--- config.mk ---
export PLATFORM = sky130hd
export DESIGN_NAME = fetch_sequencer
export DESIGN_NICKNAME = d
export VERILOG_FILES = /design/src/rtl/picomips_pkg.sv /design/src/rtl/sync2.sv /design/src/rtl/fetch_sequencer.sv
export SDC_FILE = /design/constraint.sdc
export NUM_CORES = 1
export LEC_CHECK = 0
export CORE_MARGIN = 2
export CORE_UTILIZATION = 50
export DETAILED_ROUTE_END_ITERATION = 16
export DONT_BUFFER_PORTS = 1
export PLACE_DENSITY_LB_ADDON = 0.08
export SYNTH_ARGS = -nofsm -noshare
export SYNTH_HDL_FRONTEND = slang
export SYNTH_SLANG_ARGS = --single-unit
--- constraint.sdc ---
create_clock -name clk -period 2.2 [get_ports clk]
set_input_delay 0.44 -clock clk [delete_from_list [all_inputs] [get_ports clk]]
set_output_delay 0.44 -clock clk [all_outputs]
set_load 0.02 [all_outputs]
--- src/rtl/picomips_pkg.sv ---
// Shared picoMIPS definitions: default widths, control opcodes and the fetch sequencer states.
package picomips_pkg;

    localparam int P_SIZE  = 6;
    localparam int I_SIZE  = 12;
    localparam int OP_SIZE = 4;

    localparam logic [3:0] OP_WAIT = 4'hE;
    localparam logic [3:0] OP_HALT = 4'hF;

    typedef enum logic [2:0] {
        FETCH,
        EXEC,
        WAIT_HI,
        WAIT_LO,
        STEP,
        HALTED
    } seq_state_t;

endpackage

--- src/rtl/sync2.sv ---
// Generic two-flop synchroniser for asynchronous board inputs; both stages clear to 0 on reset.
module sync2 #(
    parameter int WIDTH = 1
) (
    input  logic             clk,
    input  logic             nRst,
    input  logic [WIDTH-1:0] d,
    output logic [WIDTH-1:0] q
);

    logic [WIDTH-1:0] meta;

    always_ff @(posedge clk or negedge nRst) begin
        if (!nRst) begin
            meta <= '0;
            q    <= '0;
        end else begin
            meta <= d;
            q    <= meta;
        end
    end

endmodule

--- src/rtl/fetch_sequencer.sv ---
// Fetch/execute sequencer driving the PC increment, with WAIT (go press-and-release) and HALT.
// Optional single-step build: define FETCH_SINGLE_STEP_EN to add the stepMode input.
module fetch_sequencer #(
    parameter int P_SIZE  = picomips_pkg::P_SIZE,
    parameter int I_SIZE  = picomips_pkg::I_SIZE,
    parameter int OP_SIZE = picomips_pkg::OP_SIZE
) (
    input  logic              clk,
    input  logic              nRst,
    input  logic [I_SIZE-1:0] instrIn,
    input  logic [P_SIZE-1:0] pcAddr,
    input  logic              go,
`ifdef FETCH_SINGLE_STEP_EN
    input  logic              stepMode,
`endif
    output logic              inc,
    output logic [I_SIZE-1:0] irOut,
    output logic              execEn,
    output logic              waiting,
    output logic              halted
);

    import picomips_pkg::*;

    seq_state_t        state;
    seq_state_t        nextState;
    logic              goS;
    logic              stepHold;
    logic [OP_SIZE-1:0] opcode;
    logic              isWait;
    logic              isHalt;
    logic              unusedPcAddr;

    // pcAddr is carried for debug visibility only
    assign unusedPcAddr = ^pcAddr;

    sync2 #(.WIDTH(1)) goSync (
        .clk  (clk),
        .nRst (nRst),
        .d    (go),
        .q    (goS)
    );

`ifdef FETCH_SINGLE_STEP_EN
    assign stepHold = stepMode;
`else
    assign stepHold = 1'b0;
`endif

    assign opcode = irOut[I_SIZE-1 -: OP_SIZE];
    assign isWait = (opcode == OP_SIZE'(OP_WAIT));
    assign isHalt = (opcode == OP_SIZE'(OP_HALT));

    always_ff @(posedge clk or negedge nRst) begin
        if (!nRst) begin
            state <= FETCH;
        end else begin
            state <= nextState;
        end
    end

    // The instruction register only loads in FETCH, so decode always sees a stable word
    always_ff @(posedge clk or negedge nRst) begin
        if (!nRst) begin
            irOut <= '0;
        end else if (state == FETCH) begin
            irOut <= instrIn;
        end
    end

    always_comb begin
        nextState = state;
        inc       = 1'b0;
        execEn    = 1'b0;
        waiting   = 1'b0;
        halted    = 1'b0;
        case (state)
            FETCH: begin
                nextState = EXEC;
            end
            EXEC: begin
                if (isHalt) begin
                    nextState = HALTED;
                end else if (isWait) begin
                    nextState = WAIT_HI;
                end else begin
                    execEn = 1'b1;
                    if (stepHold) begin
                        nextState = WAIT_HI;
                    end else begin
                        inc       = 1'b1;
                        nextState = FETCH;
                    end
                end
            end
            WAIT_HI: begin
                waiting = 1'b1;
                if (goS) begin
                    nextState = WAIT_LO;
                end
            end
            // One release per WAIT: advance only once the held button drops
            WAIT_LO: begin
                waiting = 1'b1;
                if (!goS) begin
                    nextState = STEP;
                end
            end
            STEP: begin
                inc       = 1'b1;
                nextState = FETCH;
            end
            HALTED: begin
                halted = 1'b1;
            end
            default: begin
                nextState = FETCH;
            end
        endcase
    end

endmodule

# Word level (Yosys, flattened, before mapping)
# Index checks and enable logic that the tools add are counted.
# word_totals
rom_bits	0
wordCells	28
output_inout_bits	16
latchBits	0
memories	0
ram_bits	0
in_bits	21
reg_bits	17
# op_classes
muxes	11
add_sub_neg	0
eq_ne	9
div_mod_pow	0
n_reduce_logical	3
n_shift	0
n_lt_le_gt_ge	0
multipliers	0
n_bitwise	1
# op_table
cell	n
3-bit one-hot mux with 5 select lines	1
3-bit two-way mux	3
4-bit equality test (second input constant)	2
3-bit by 2-bit equality test with 1-bit output (second input constant)	2
3-bit equality test (second input constant)	2
1-bit two-way mux	5
3-bit by 1-bit equality test with 1-bit output (second input constant)	1
3-bit logical NOT	1
3-bit AND reduction	1
2-bit two-way mux	1
2-bit by 1-bit inequality test with 1-bit output (second input constant)	1
2-bit inequality test (second input constant)	1
1-bit one-hot mux with 2 select lines	1
2-bit OR reduction	1
1-bit NOT	1

# Depth between registers and ports, before layout
# Gate-level depths: netlist (run 1).
# depth
depth_word	4
depth_mapped	4
mapped_depth_nobuf	2

# Modules after synthesis
# From an unflattened synthesis (run 1), not the netlist that was laid out.
# unflattened
hier_cells	50
hier_area_um2	693.2
# by_module_without_submodules
module	seq_area_each_um2	cells_each	area_each_um2	n_inst
fetch_sequencer	375.4	48	643.1	1
sync2	50.0	2	50.0	1

# Least setup slack after synthesis (run 1)
# No wires, ideal clock.
# synth_timing
kind	register to output
startpoint	register state[2]
endpoint	output inc
path_stages_with_launch	4
path_buffers	1
t_required_ns	1.760
arrival_time_ns	1.253
slack_ns	0.507
path_cell_list	dfrtp_1 > buf_2 > or3b_1 > o22ai_1
# synth_via
elab_chain_len	2
elab_cells_between_ends	3
cone_classes	2 x eq/ne; 1 x mux
# synth_lines
element	line_no	rtl
start, declared	fetch_sequencer.sv:25	seq_state_t state;
start signal, assigned	fetch_sequencer.sv:58	state <= nextState;
3-bit equality test or 3-bit by 1-bit equality test with 1-bit output (tied branches)	fetch_sequencer.sv:77	case (state)
1-bit one-hot mux with 2 select lines (*)	fetch_sequencer.sv:77	
end, declared	fetch_sequencer.sv:16	output logic inc,
# Every way passes the cells marked *; elsewhere a longest branch is shown, timed or not.

# Worst setup path after layout (run 1)
# Same ends and word-level chain as after synthesis.

==> results.yml, run 1 <==
floorplanning:
  pin_count: 37
  num_rows: 13
  die_area_um2: 1710
  start_util_pct: 53.7
  core_um2: 1300
  fp.dieW_um: 41.4
  fp.dieH_um: 41.4
global_route:
  track_usage_pct: 16.6
  grt_overflow: 0
  antenna_found_initial: 0
  grt_max_degree: 18
  grt_pass1_wl_um: 1750
  grt_pass1_vias: 395
setup_path:
  worstSetupStartpointType: "register"
  critPathRequiredTime_ns: 1.76
  startpoint: "state[2]"
  cp-end-kind: "primary output"
  cp.arrival_ns: 1.63
  reg2regPathDepth: 3
  critPathMaxFanout: 10
  crit_type: "reg2out"
  reg2reg_to: "irOut[10]"
  r2r_slack_ns: 0.61
  r2r_start: "state[1]"
clock_network:
  cts_tree: "done"
  max-clock-path-buffers: 2
  cts_max_level: 1
  clock-sinks: 17
  cts_root_buffer: "clkbuf_4"
  cts_buffers: 3
  cts_setup_buffers: 0
  clk_latency_ns: 0.28
  clk_pin_slew_ns: 0.09
logic_synthesis:
  seq_area_frac_synth_pct: 60.9
  syn-cell-area_um2: 698
  synth_nets: 70
  yosysTopAreaCell: "dfrtp_1"
  yosysUniqueCellTypes: 18
  avgSynthCellArea_um2: 14.2
  synthTopCellsByArea: "dfrtp_1, mux2_2, and3_1"
  yosys_warnings: 0
  synth_top_area_share_pct: 60.9
  ys_ff_latch: 17
  synthCells: 49
pwr:
  leakage_nw: 0.322
  p_clk_share_pct: 11.5
  p_comb_share_pct: 34.6
  p_switching_uw: 587
  ir_worst_vdd_mv: 0.961
  p_int_uw: 777
  seq_power_share_pct: 53.8
  power.density_nw_per_um2: 1820
  swShare_pct: 43.1
timing:
  finalSetupTns_ns: 0
  fmax_ghz: 0.483
  grt_setup_unrepaired: "no"
  fin_skew_ns: 0.00545
  final_max_slew_viol_count: 0
  slew_headroom_pct: 48.6
  tightest_slew_ns: 0.768
  period_share_pct: 94.1
  hold_viol: 0
  setup_viol: 0
  min_period_ns: 2.07
  setup_slack_ns: 0.131
finish:
  seqCellArea_um2: 425
  area_delta_synth_final_pct: 7.17
  drive_gt1_share_pct: 32.1
  nets: 75
  stdcell_area_um2: 748
  fillers: 107
  multiInputGateArea_um2: 253
  antennaDiodeCount: 0
placed_design:
  dp_hpwl_um: 997
  place_ws_ns: 0.437
  placed_area_um2: 712
  placement.io_buffers: 0
  gp_congestion: 0.596
detailed_routing:
  wl_per_cell_um: 18.6
  routed_wl_um: 1260
  vias_per_cell: 6.13
  antenna_left: 0
  drt-initial-drc-count: 4
  drcViolationCount: 0
  vias: 417
  dr.pass1.iters: 4
min_path:
  min_path_cells: 0
  min_from: "go"
  min_path_type: "in2reg"
  hold_path_end: "goSync.meta"
run:
  max_cap_violations: 0
outcome:
  status: "completed"
worst max path at each step:
stage,cells after the start,endpoint
2_1_floorplan,3,inc
3_3_place_gp,2,inc
3_5_place_dp,2,inc
4_1_cts,2,inc
5_1_grt,2,inc
6_report,2,inc
final cells by class:
type	instances	share of cell area, %
Clock buffer	4	3.51
Timing Repair Buffer	2	2.34
Sequential cell	17	56.9
Tap cell	15	2.51
Inverter	2	1.00
Multi-Input combinational cell	28	33.8
worst max-delay path, stage by stage (launching register included):
cell	delay (ns)
dfrtp_1	0.49
or3b_1	0.43
o22ai_1	0.42
timing repair:
item	in CTS	in global routing
endpoints found under the hold margin	17	0
gates resized for setup	0	0
hold buffers	1	0
power by group through the flow:
stage / clock [mW] / combinational [mW] / sequential, mW
6_report: 0.157 / 0.472 / 0.735
5_1_grt: 0.181 / 0.510 / 0.759
4_1_cts: 0.164 / 0.481 / 0.736
3_5_place_dp: 0 / 0.472 / 0.743
3_3_place_gp: 0 / 0.442 / 0.729
2_1_floorplan: 0 / 0.426 / 0.692
routing by layer:
layer  GRT usage (%)  wire length [um]  up-vias
met3            5.32                88        2
li1                -                 -      186
met4            7.26                 4        0
met5               0                 0        -
met1            20.9               539      208
met2            26.2               629       21
synth_stat cells:
cell and count:
mux2_2 12, nand2b_1 2, o221a_1 1, and4_1 1, o22ai_1 1, dfrtp_1 17, nor3_2 1, a32o_1 1
and3_1 2, or3b_1 1, nor2b_1 1, o21ai_0 1, o311a_1 1, buf_4 1, nor4b_1 1, nor2_1 2
buf_2 1, inv_1 2
state kept, by name (all words and copies together), names as in the netlist:
register,flops
goSync.meta,1
goSync.q,1
irOut,12
state,3
cells by family (layout without fill, tap and decap cells):
| family | count (synthesis) | count (layout) | synth area share [%] |
|---|---|---|---|
| flops | 17 | 17 | 60.9 |
| mux | 12 | 12 | 19.4 |
| simple gates | 11 | 11 | 10.8 |
| compound gates | 5 | 5 | 6.09 |
| buf+inv | 4 | 8 | 2.87 |
metrics by stage:
stage / total power, mW / cells / util (%) / hold slack [ns]
5_1_grt: 1.45 / 68 / 57.5 / 0.157
6_report: 1.36 / 68 / 57.5 / 0.184
2_1_floorplan: 1.12 / 49 / - / 0.144
4_1_cts: 1.38 / 68 / 57.5 / 0.171
3_3_place_gp: 1.17 / 63 / 54.7 / 0.145
3_5_place_dp: 1.22 / 63 / 54.7 / 0.145
cell usage in the layout, fill, tap and decap left out, drive strengths merged:
master and n:
o22ai 1, mux2 12, or3b 1, nor2 2, inv 2, and3 2, o221a 1, nor2b 1
dlygate4sd3 1, o21ai 1, nor3 1, dfrtp 17, clkbuf 4, a32o 1, nand2b 2, buf 1
o311a 1, and4 1, nor4b 1
Power figures use the tool's default switching activity.
==> inputs of run 2 (changes only) <==
--- a/config.mk
+++ b/config.mk
@@ -5,7 +5,6 @@
 export SDC_FILE = /design/constraint.sdc
 export NUM_CORES = 1
 export LEC_CHECK = 0
-export CORE_MARGIN = 2
 export CORE_UTILIZATION = 50
 export DETAILED_ROUTE_END_ITERATION = 16
 export DONT_BUFFER_PORTS = 1
==> run 2 against run 1 <==
  * Sequential share of layout area stayed put
  * Utilization stayed put
  * Sequential power fell by 0.5%
  * Combinational power is essentially flat
  * Critical path depth unchanged
  * Design area is the same
  * Cell count unchanged
==> results.yml, run 2 (synthesis gave the netlist of run 1 again) <==
finish:
  nets: 75
  area_delta_synth_final_pct: 7.17
  layout_common_cells: "dfrtp_1, mux2_2, clkbuf_4"
  instances_no_fill: 68
  drive_gt1_share_pct: 32.1
  layout_commonest_cell: "dfrtp_1"
  largest_reg_flops: 12
  regMostFlops: "irOut"
  top_regs: "irOut: 12 flops, state: 3 flops"
  utilization_pct: 57.5
  antennaDiodeCount: 0
setup_path:
  r2r_start: "state[1]"
  reg2reg_to: "irOut[9]"
  cp-end-kind: "primary output"
  startpoint: "state[2]"
  reg2regPathDepth: 3
  critPathRequiredTime_ns: 1.76
  worstSetupStartpointType: "register"
  crit_type: "reg2out"
  critPathMaxFanout: 10
  r2r_slack_ns: 0.85
  cp.arrival_ns: 1.60
timing:
  finalSetupTns_ns: 0
  setup_slack_ns: 0.158
  min_period_ns: 2.04
  grt_setup_unrepaired: "no"
  slew_headroom_pct: 51.6
  hold_viol: 0
  period_share_pct: 92.8
  tightest_slew_ns: 0.723
  final_max_slew_viol_count: 0
  fmax_ghz: 0.490
  fin_skew_ns: 0.00283
  setup_viol: 0
pwr:
  power.density_nw_per_um2: 1810
  leakage_nw: 0.322
  ir_worst_vdd_mv: 0.730
  p_total_mw: 1.36
detailed_routing:
  antenna_left: 0
  dr.pass1.iters: 4
  vias_per_cell: 5.99
  vias: 407
  drcViolationCount: 0
  routed_wl_um: 1150
  wl_per_cell_um: 17.0
  drt-initial-drc-count: 6
placed_design:
  dp_hpwl_um: 872
  gp_congestion: 0.562
  placed_cells: 63
  place_ws_ns: 0.468
  placement.io_buffers: 0
global_route:
  grt_busiest_layer: "met2"
  grtUsageMet1_pct: 17.5
  antenna_found_initial: 0
  grt_pass1_vias: 360
  track_usage_pct: 16.0
  grtUsageMet2_pct: 25.4
  grt_overflow: 0
  grt_pass1_wl_um: 1490
  use_met3_pct: 6.25
  grt_max_degree: 18
floorplanning:
  fp.dieH_um: 39.4
  fp.dieW_um: 39.4
  start_util_pct: 53.7
  num_rows: 13
  die_area_um2: 1550
  core_um2: 1300
  pin_count: 37
clock_network:
  max-clock-path-buffers: 2
  cts_tree: "done"
  cts_max_level: 1
  clk_latency_ns: 0.28
  clock-sinks: 17
  cts_buffers: 3
  cts_root_buffer: "clkbuf_4"
  clk_pin_slew_ns: 0.09
outcome:
  status: "completed"
min_path:
  min_path_type: "in2reg"
  hold_path_end: "goSync.meta"
  min_path_cells: 0
  min_from: "go"
run:
  max_cap_violations: 0
-- run 2: cell counts in the layout (fill, tap and decap cells not counted) --
No cell type changed its count.
-- run 2: area by class of cell --
type,instances,area [um2]
fillers,107,553
clock buffers,4,26.3
multi-input cells,28,253
repair buffers,2,17.5
well taps,15,18.8
inverters,2,7.51
flip-flops and latches,17,425
-- run 2: repair_timing --
action / 4_1_cts / 5_1_grt
hold buffers: 1 / 0
setup buffers: 0 / 0
gates resized for setup: 0 / 0
setup endpoints to repair: 0 / 0
hold endpoints to repair: 17 / 0
-- run 2: how the worst max path moves through the flow --
stage / slack, ns / end / depth (start not counted)
CTS: 0.15 / inc / 2
global placement: 0.50 / inc / 2
global route: 0.07 / inc / 2
detailed placement: 0.47 / inc / 2
floorplan: 0.51 / inc / 3
finish: 0.16 / inc / 2
-- run 2: metrics by stage --
step	hold WS, ns	area, um2
after floorplan	0.144	698
after global placement	0.145	712
after detailed placement	0.145	712
after CTS	0.167	748
after global routing	0.152	748
final	0.181	748
-- run 2: metal layers --
metal	up-vias	share of wire (%)
met5	-	0
li1	186	-
met1	199	38
met4	0	0.87
met2	20	53
met3	2	8.1
-- run 2: critical path: stages (launching register included) --
cell,delay (ns)
dfrtp_1,0.48
or3b_1,0.43
o22ai_1,0.42
-- run 2: where the power goes --
group          leakage, nW  internal (mW)  total [mW]  switching, mW
clock network       0.0150         0.0703       0.155         0.0852
logic                0.105          0.254       0.470          0.216
registers            0.202          0.454       0.731          0.277
==> inputs of run 3 (changes only) <==
--- a/config.mk
+++ b/config.mk
@@ -5,10 +5,10 @@
 export SDC_FILE = /design/constraint.sdc
 export NUM_CORES = 1
 export LEC_CHECK = 0
+export CAP_MARGIN = 10
 export CORE_UTILIZATION = 50
 export DETAILED_ROUTE_END_ITERATION = 16
 export DONT_BUFFER_PORTS = 1
-export PLACE_DENSITY_LB_ADDON = 0.08
 export SYNTH_ARGS = -nofsm -noshare
 export SYNTH_HDL_FRONTEND = slang
 export SYNTH_SLANG_ARGS = --single-unit
==> run 3 against run 2 <==
  * First-iteration DRC count grew 50%
  * Hold slack lost 0.0039 ns
  * Sequential share of layout area is the same
  * Largest power group unchanged
  * Utilization is the same
  * Critical endpoint unchanged
  * Non-clock buffer count is the same
  * Setup slack lost 0.013 ns
  * Critical path depth is the same
==> results.yml, run 3 (synthesis gave the netlist of run 1 again) <==
outcome:
  status: "completed"
detailed_routing:
  vias: 403
  drt-initial-drc-count: 9
  drcViolationCount: 0
  dr.pass1.iters: 2
  antenna_left: 0
  routed_wl_um: 1180
  vias_per_cell: 5.93
  wl_per_cell_um: 17.4
setup_path:
  cp-end-kind: "primary output"
  cp.depth: 2
  crit_family: "flip-flops"
  reg2reg_to: "irOut[1]"
  worstSetupStartpointType: "register"
  critPathMaxFanout: 10
  critPathRequiredTime_ns: 1.76
  r2r_slack_ns: 0.86
  crit_type: "reg2out"
  cpPeakStageDelay_ns: 0.49
  crit_chain: "or3b_1 -> o22ai_1"
  startpoint: "state[2]"
  r2r_start: "state[1]"
  cp.arrival_ns: 1.61
  crit_slowest_cell: "dfrtp_1"
  reg2regPathDepth: 3
  crit_end: "inc"
  critPathBufInv: 0
timing:
  fmax_ghz: 0.487
  setup_viol: 0
  hold_viol: 0
  slew_headroom_pct: 51.5
  grt_setup_unrepaired: "no"
  period_share_pct: 93.4
  min_period_ns: 2.05
  tightest_slew_ns: 0.725
  setup_slack_ns: 0.146
  final_max_slew_viol_count: 0
  finalSetupTns_ns: 0
  fin_skew_ns: 0.00221
global_route:
  grt_pass1_vias: 391
  antenna_found_initial: 0
  grt_pass1_wl_um: 1700
  grt_max_degree: 18
  track_usage_pct: 17.5
  grt_overflow: 0
floorplanning:
  num_rows: 13
  pin_count: 37
  start_util_pct: 53.7
  fp.dieW_um: 39.4
  die_area_um2: 1550
  fp.dieH_um: 39.4
  core_um2: 1300
finish:
  drive_gt1_share_pct: 32.1
  layout_commonest_cell: "dfrtp_1"
  instances_no_fill: 68
  utilization_pct: 57.5
  largest_reg_flops: 12
  antennaDiodeCount: 0
  regMostFlops: "irOut"
  area_delta_synth_final_pct: 7.17
  stdcell_area_um2: 748
  nets: 75
  top_regs: "irOut: 12 flops, state: 3 flops"
  layout_common_cells: "dfrtp_1, mux2_2, clkbuf_4"
clock_network:
  max-clock-path-buffers: 2
  cts_buffers: 3
  cts_root_buffer: "clkbuf_4"
  clk_pin_slew_ns: 0.09
  cts_max_level: 1
  clock-sinks: 17
  clk_latency_ns: 0.28
  cts_tree: "done"
pwr:
  leakage_nw: 0.322
  power.density_nw_per_um2: 1820
  ir_worst_vdd_mv: 0.763
placed_design:
  place_ws_ns: 0.463
  gp_congestion: 0.548
  placement.io_buffers: 0
  dp_hpwl_um: 898
  placed_cells: 63
  placed_area_um2: 712
min_path:
  min_path_type: "in2reg"
run:
  max_cap_violations: 0
## run 3: cell counts in the layout (fill, tap and decap cells not counted)
Identical to the previous run, type by type.
## run 3: power breakdown
part	leakage (nW)	switching, mW	total [mW]	internal (mW)
Clock	0.0150	0.0885	0.159	0.0704
Combinational	0.105	0.218	0.471	0.253
Sequential	0.202	0.281	0.734	0.454
## run 3: worst min path at each step
stage	from	end	cells past startpoint
floorplan	nRst	goSync.meta	0
global placement	nRst	irOut[5]	0
detailed placement	nRst	state[0]	0
CTS	go	goSync.meta	0
global route	go	goSync.meta	0
finish	go	goSync.meta	0
## run 3: cell type report
type	count	area [um2]
well taps	15	18.8
inverters	2	7.51
clock buffers	4	26.3
multi-input cells	28	253
repair buffers	2	17.5
flip-flops and latches	17	425
fillers	109	553
## run 3: worst reg2reg max path, cell delays in order (launching register included)
cell and delay [ns]:
dfrtp_1 0.46, nor3_2 0.19, buf_4 0.22, mux2_2 0.36
## run 3: metrics by stage
stage,total power [mW],hold slack [ns]
after floorplan,1.12,0.144
after global placement,1.17,0.145
after detailed placement,1.21,0.145
after CTS,1.38,0.169
after global routing,1.45,0.157
final,1.36,0.177
## run 3: routing by layer
layer,GRT usage (%),wire [um],vias to the layer above
met5,0,0,-
met4,7.76,0,0
met3,6.82,117,0
met2,28.7,618,22
met1,20.0,446,196
li1,-,-,185
## run 3: what timing repair did
action / in CTS / in global routing
endpoints found under the hold margin: 17 / 0
endpoints found under the setup margin: 0 / 0
buffers inserted: 0 / 0
hold buffers: 1 / 0
gates resized for setup: 0 / 0
